## config.mk

```make
export PLATFORM = sky130hd
export DESIGN_NAME = pp_accumulator
export DESIGN_NICKNAME = d
export VERILOG_FILES = /design/src/rtl/pp_accumulator.sv
export SDC_FILE = /design/constraint.sdc
export NUM_CORES = 1
export LEC_CHECK = 0
export BUFFER_PORTS_ARGS = -buffer_cell sky130_fd_sc_hd__buf_2
export CAP_MARGIN = 20
export CELL_PAD_IN_SITES_DETAIL_PLACEMENT = 1
export CELL_PAD_IN_SITES_GLOBAL_PLACEMENT = 2
export CORE_UTILIZATION = 39
export DETAILED_ROUTE_END_ITERATION = 10
export GPL_TIMING_DRIVEN = 0
export PLACE_DENSITY = 0.94
export SLEW_MARGIN = 20
export SYNTH_ARGS = -nofsm -noshare
export SYNTH_HDL_FRONTEND = slang
export SYNTH_SLANG_ARGS = --single-unit
```

## constraint.sdc

```tcl
create_clock -name clock -period 5.65 [get_ports clock]
set_input_delay 1.695 -clock clock [delete_from_list [all_inputs] [get_ports clock]]
set_output_delay 1.695 -clock clock [all_outputs]
set_load 0.1 [all_outputs]
```

## src/rtl/pp_accumulator.sv

```systemverilog
// Assembles a 16-bit product from nine 3x3-bit slice partial products, taken one per cycle in any order.
// Result is valid one cycle after the 9th legal beat; pp_ready depends on state only and is high throughout ACCUM.
module pp_accumulator #(
    parameter int ACC_W = 18
) (
    input  logic        clock,
    input  logic        reset,
    input  logic        start,
    input  logic        pp_valid,
    input  logic [5:0]  pp_data,
    input  logic [1:0]  pp_row,
    input  logic [1:0]  pp_col,
    output logic        pp_ready,
    output logic [15:0] result,
    output logic        result_valid,
    input  logic        result_ack,
    output logic        err
);

    typedef enum logic [1:0] {
        IDLE  = 2'd0,
        ACCUM = 2'd1,
        DONE  = 2'd2
    } state_t;

    state_t             state_q, state_d;
    logic [ACC_W-1:0]   acc_q, acc_d;
    logic [8:0]         seen_q, seen_d;
    logic [3:0]         cnt_q, cnt_d;
    logic               err_q, err_d;

    logic [3:0]         idx;
    logic [8:0]         idx_oh;
    logic [2:0]         slice_sum;
    logic [3:0]         shamt;
    logic [ACC_W-1:0]   addend;
    logic [ACC_W-1:0]   acc_sum;
    logic [ACC_W-1:0]   acc_upper;
    logic               idx_legal;
    logic               dup;
    logic               beat_good;
    logic               overflow;

    always_comb begin
        idx       = ({2'b00, pp_row} * 4'd3) + {2'b00, pp_col};
        idx_oh    = 9'd1 << idx;
        idx_legal = (pp_row != 2'd3) && (pp_col != 2'd3);
        dup       = |(seen_q & idx_oh);
        beat_good = idx_legal && !dup;
        slice_sum = {1'b0, pp_row} + {1'b0, pp_col};
        shamt     = {1'b0, slice_sum} * 4'd3;
        addend    = ACC_W'(pp_data) << shamt;
        acc_sum   = acc_q + addend;
        // Anything above bit 15 means the beats could not have come from two 8-bit operands.
        acc_upper = acc_sum >> 16;
        overflow  = |acc_upper;
    end

    always_comb begin
        state_d = state_q;
        acc_d   = acc_q;
        seen_d  = seen_q;
        cnt_d   = cnt_q;
        err_d   = err_q;
        unique case (state_q)
            IDLE: begin
                if (start) begin
                    state_d = ACCUM;
                    acc_d   = '0;
                    seen_d  = '0;
                    cnt_d   = '0;
                    err_d   = 1'b0;
                end
            end
            ACCUM: begin
                if (start) begin
                    acc_d  = '0;
                    seen_d = '0;
                    cnt_d  = '0;
                    err_d  = 1'b0;
                end else if (pp_valid) begin
                    if (beat_good) begin
                        acc_d  = acc_sum;
                        seen_d = seen_q | idx_oh;
                        cnt_d  = cnt_q + 4'd1;
                        if (cnt_q == 4'd8) begin
                            state_d = DONE;
                            err_d   = err_q | overflow;
                        end
                    end else begin
                        err_d = 1'b1;
                    end
                end
            end
            DONE: begin
                if (start) begin
                    state_d = ACCUM;
                    acc_d   = '0;
                    seen_d  = '0;
                    cnt_d   = '0;
                    err_d   = 1'b0;
                end else if (result_ack) begin
                    state_d = IDLE;
                end
            end
            default: state_d = IDLE;
        endcase
    end

    always_ff @(posedge clock or negedge reset) begin
        if (!reset) begin
            state_q <= IDLE;
            acc_q   <= '0;
            seen_q  <= '0;
            cnt_q   <= '0;
            err_q   <= 1'b0;
        end else begin
            state_q <= state_d;
            acc_q   <= acc_d;
            seen_q  <= seen_d;
            cnt_q   <= cnt_d;
            err_q   <= err_d;
        end
    end

    assign pp_ready     = (state_q == ACCUM);
    assign result_valid = (state_q == DONE);
    assign result       = acc_q[15:0];
    assign err          = err_q;

endmodule

```

* Yosys cells after proc, flatten, opt, wreduce, memory -nomap -nowiden
Index checks and enable logic that the tools add are counted.
** Cells by class
- Muxes and demuxes :: 29
- $mul :: 2
- Shifts and indexed selects :: 2
- Reduce and logical (&&, ||, !) cells :: 11
- Add/subtract/negate cells :: 4
- Equality and inequality tests :: 15
- Bitwise gates (word level) :: 3
** Operators by type and width (number)
- two-way mux 18 bit :: 4
- two-way mux 9 bit :: 4
- case mux 18 bit (2 select lines) :: 1
- adder 18 bit :: 1
- case mux 9 bit (2 select lines) :: 1
- left shift 6 x 4 -> 18 bit :: 1
- two-way mux 4 bit :: 4
- two-way mux 2 bit :: 7
- inequality test 2 bit, second input constant :: 5
- bitwise AND 9 bit :: 1
- OR 9 bit :: 1
- OR reduction 9 bit :: 1
- left shift 1 x 4 -> 9 bit, first input constant :: 1
- case mux 4 bit (2 select lines) :: 1
- AND reduction 4 bit :: 2
- inequality test 2 x 1 -> 1 bit, second input constant :: 3
- inequality test 3 x 2 -> 1 bit, second input constant :: 2
- case mux 2 bit (3 select lines) :: 1
- AND reduction 6 bit :: 1
- two-way mux 1 bit :: 5
- adder 4 x 1 -> 4 bit, second input constant :: 1
- adder 4 x 2 -> 4 bit :: 1
- equality test 4 bit, second input constant :: 1
- multiplier 2 x 2 -> 4 bit, second input constant :: 1
- 13 further kinds :: 15
** Storage, ports and cells
- Word-level logic and storage cells :: 71
- Bits of input ports :: 15
- Bits in registers :: 34

* Longest topological paths before layout
- Depth after elaboration :: 11
- Mapped depth :: 18
- Gate-level depth less buffers :: 17

* Worst setup path after synthesis
OpenSTA, ideal clock, no wires.
- Path kind :: input -> register
- Start :: input pp_row[0]
- End :: register err_q (netlist: err)
- Stages :: 17
- Path slack :: -20 ps
- Library setup time :: 130 ps
- Arrival time :: 5540 ps
- Cell sequence :: ha_1 > fa_1 > ha_1 > fa_1 > xor2_1 > clkbuf_1 > nor2_1 > a21oi_1 > o22ai_1 > ha_1 > and3_1 > o2bb2ai_1 > a41o_1 > a21oi_1 > o21ai_0 > xor2_1 > o41a_1
** Between the ends
- Word-level cells in the longest chain between the ends :: 11
- Elaborated cells on any way between the ends :: 22
- Those cells by class :: add/sub (3); mul (2); eq/ne (2); shift (2); mux (5); bitwise (2); reduce/logical (6)
** RTL lines
- from (decl) :: RTL line 11 : input logic [1:0] pp_row,
- adder 2 x 2 -> 3 bit or multiplier 2 x 2 -> 4 bit (tied branches) :: RTL line 50, 45
- multiplier 3 x 2 -> 4 bit or adder 4 x 2 -> 4 bit (tied branches) :: RTL line 51, 45
- left shift 6 x 4 -> 18 bit or left shift 1 x 4 -> 9 bit (tied branches) :: RTL line 52, 46
- adder 18 bit or bitwise AND 9 bit (tied branches) :: RTL line 53, 48
- OR reduction 2 bit or OR reduction 9 bit (tied branches) :: RTL line 56, 48
- OR 1 bit or logical NOT 1 bit (tied branches) :: RTL line 88, 49
- two-way mux 1 bit or logical AND 1 bit (tied branches) :: RTL line 86, 49
- two-way mux 1 bit :: RTL line 82 : if (beat_good) begin
- two-way mux 1 bit :: RTL line 81 : end else if (pp_valid) begin
- two-way mux 1 bit :: RTL line 76 : if (start) begin
- case mux 1 bit (2 select lines) :: RTL line 65 : unique case (state_q)
- to (signal assigned) :: RTL line 122 : err_q <= err_d;
- to (decl) :: RTL line 30 : logic err_q, err_d;
Parallel ways exist; a longest one is shown, timed or not. The select of a mux whose other input is x is not followed.
A chain may end at the register's enable or synchronous reset.

* Final worst setup path
Ends and elaborated chain as after synthesis.

==> run metrics <==
# DRC=0; Filler Cell Count=825; FP Rows=30; Hold Buf Count CTS=0; Max Root-Sink Buffers=2; DR vias=2614; DP HPWL=~5.8 mm; Compound-Gate Fraction of Synth Area=21.34%; slew margin rel.=43.89%; total power=between 1000 and 1500 uW; number of flops mapped to enable cells by yosys=0; RePlAce Congestion=0.8340; met3 Use GR=2.828%; WL/cell=17.73 um; antenna violations before repair=0; final clock skew=between 7 and 8 ps; number of global-route vias before repair=2589; CP startpoint kind=primary input; DRT iter0 DRCs=140; Cell variety after synth=50; Synth Cell Area=0.002861 mm^2; GR peak layer=met2; Synth async-reset ratio=100.0%; Top FF cell, synth=dfrtp_1; Worst EP arrival=5740 ps; layout net count=413; ANT nets after route=0; minimum clock period=about 5600 ps; # diodes=0; Leak Pwr=~0.0017 uW; met2 Use GR=38.35%; TritonCTS Buffers=5; share of cells above drive strength 1=30.46%; Fmax achieved=0.1798 GHz; XOR/XNOR Fraction of Synth Area=5.509%; footprint of the multi-input gates=0.001976 mm^2; gr usage total=between 20 and 25%; most common cell after layout, fill and taps aside=buf_2; met1 Usage GRT=28.86%; first-pass GRT wire length=12.90 mm; clk slew on worst S/H paths=80 ps; ratio of final minimum period to clock period=between 90% and 100%; power per cell area=390.0 mW/mm^2; Ports=34; pin count of the biggest net entering global routing=35; Sinks on Clock Net=34; DR pass1 iterations=4; simple logic cell fraction of the synthesized area=16.44%; largest family of logic cells by synthesized area=compound AO/OA/AOI/OAI gates; Clock H-tree levels=2; PortBufs=32; vias per cell=5.597; clock root cell=clkbuf_8; post-synthesis mux area share=6.122%; area share of fa/ha/maj cells after synthesis=13.55%; Worst VDD drop=0.2018 mV; core area=0.006944 mm^2; Die W=87.66 um; Ys Warns=0; final max-slew violation count=0; worst-margin pin slew=about 840 ps; number of synthesized register bits=34; most frequent cells in the layout=buf_2 (36), dfrtp_1 (34), nor2_1 (30), nand2_1 (29), a21oi_1 (28); Fin. Hold Viols=0; Critical Path Sink Type=register; outcome=finished clean; Die Y-Extent=approximately 90 um; gr ovfl total=0; synthesized instance count=about 320; Mapped Nets=366; Max-Cap Viols=0; worst setup margin=87.28 ps; CTS tree=built; Final setup viols=0; Setup CP Type=in2reg; DIE AREA=0.007683 mm^2; sequential fraction of the synthesis area=between 20% and 30%; crit-path max FO=7; Seq. cell area=850.8 um^2; Mean Syn Cell Area=around 8.9 um^2; pre-CTS WS=-671.2 ps; worst min-delay path class=reg2reg; clk_lat worst skew=300 ps; final WL=a little over 8 mm; Layout area overhead=21.91%; Starting Density=41.21%; Worst EP required=5830 ps
worst max-delay path: stages:
cell and delay, ps:
buf_2 130, ha_2 200, fa_2 490, ha_4 190
fa_2 480, xor2_4 190, buf_6 150, nor3b_4 190
ha_2 210, inv_1 60, fa_2 340, nand2b_4 150
a21oi_2 210, a41o_1 270, a21oi_4 80, o21ai_2 210
xor2_2 120, o41a_1 380
what timing repair did:
action                                  4_1_cts  5_1_grt
endpoints found under the setup margin        5        5
setup buffers                                 0        9
resized for setup                            16       27
gates cloned                                  0        0
hold endpoints to repair                      0        0
pin swaps                                     1       12
area by class of cell:
cell class	count	area share (%)
plain buffers	27	5.201
clock buffers	6	2.367
clock inverters	2	0.3587
inverters	10	1.076
multi-input cells	251	56.64
flip-flops and latches	34	24.39
well taps	96	3.443
repair buffers	41	6.528
layer usage:
| layer | part of all wire (%) | wire length (um) |
|---|---|---|
| met5 | 0 | 0 |
| met4 | 1.0 | 85 |
| met3 | 3.9 | 319 |
| met2 | 50 | 4118 |
| met1 | 45 | 3758 |
state kept, by name, summed over array words and instances, names as in the netlist:
register,cells
seen_q,9
state_q,2
cnt_q,4
err,1
acc_q,18
synth_stat cells (2+ instances only):
cell | n | area share, %
a21o_1 | 7 | 1.8
a21oi_1 | 30 | 5.2
a221oi_1 | 3 | 0.92
a22o_1 | 7 | 2.1
a31oi_1 | 5 | 1.1
and3_1 | 3 | 0.66
buf_2 | 5 | 0.87
buf_4 | 16 | 4.2
clkbuf_1 | 7 | 0.92
dfrtp_1 | 34 | 30
fa_1 | 5 | 3.5
ha_1 | 23 | 10
inv_1 | 10 | 1.3
mux2_2 | 8 | 3.1
mux2i_1 | 4 | 1.4
mux4_2 | 2 | 1.6
nand2_1 | 29 | 3.8
nand2b_1 | 5 | 1.1
nand3_1 | 8 | 1.4
nand4_1 | 2 | 0.44
nor2_1 | 31 | 4.1
nor2b_1 | 5 | 1.1
nor3_1 | 2 | 0.35
nor3b_1 | 2 | 0.52
o21ai_0 | 17 | 3.0
o22ai_1 | 4 | 0.87
o31ai_1 | 8 | 2.1
or2_2 | 2 | 0.44
or3_1 | 2 | 0.44
xnor2_1 | 10 | 3.1
xor2_1 | 8 | 2.4
per-stage QoR:
stage               area [um^2]  TNS, ps  hold slack [ps]  instances  util (%)
CTS                        3291   -26.51            485.7        459     47.39
finish                     3488        0            479.7        467     50.23
global placement           3143    -3088            465.1        451     45.26
detailed placement         3143    -3849            475.7        451     45.26
global route               3488   -15.90            531.7        467     50.23
floorplan                  2863        0            446.6        323         -
final timing paths:
kind | startpoint | end | slack (ps) | cells past startpoint
min in group asynchronous | reset | state_q[1] | 1480 | 1
worst max register to register | acc_q[0] | err | 3160 | 10
worst min register to register | cnt_q[3] | cnt_q[3] | 480 | 1
worst max-delay path | pp_row[0] | err | 90 | 18
max in group asynchronous | reset | seen_q[8] | 3620 | 1
worst min-delay path | cnt_q[3] | cnt_q[3] | 480 | 1
cell families (layout without fill, tap and decap cells):
logic type | after synthesis | in the layout
DFF | 34 | 34
muxes | 14 | 14
buffers and inverters | 38 | 86
AOI/OAI and AO/OA | 93 | 93
xor gates and xnor gates | 18 | 18
and+or+nand+nor | 98 | 98
adders and majority gates | 28 | 28
power breakdown:
group | internal, uW | leakage [uW] | switching [uW]
clock | 98.2 | 0.0000472 | 105
combinational | 286 | 0.00117 | 556
sequential | 281 | 0.000460 | 34.0
Note: power is estimated with default switching activity, not from simulation.
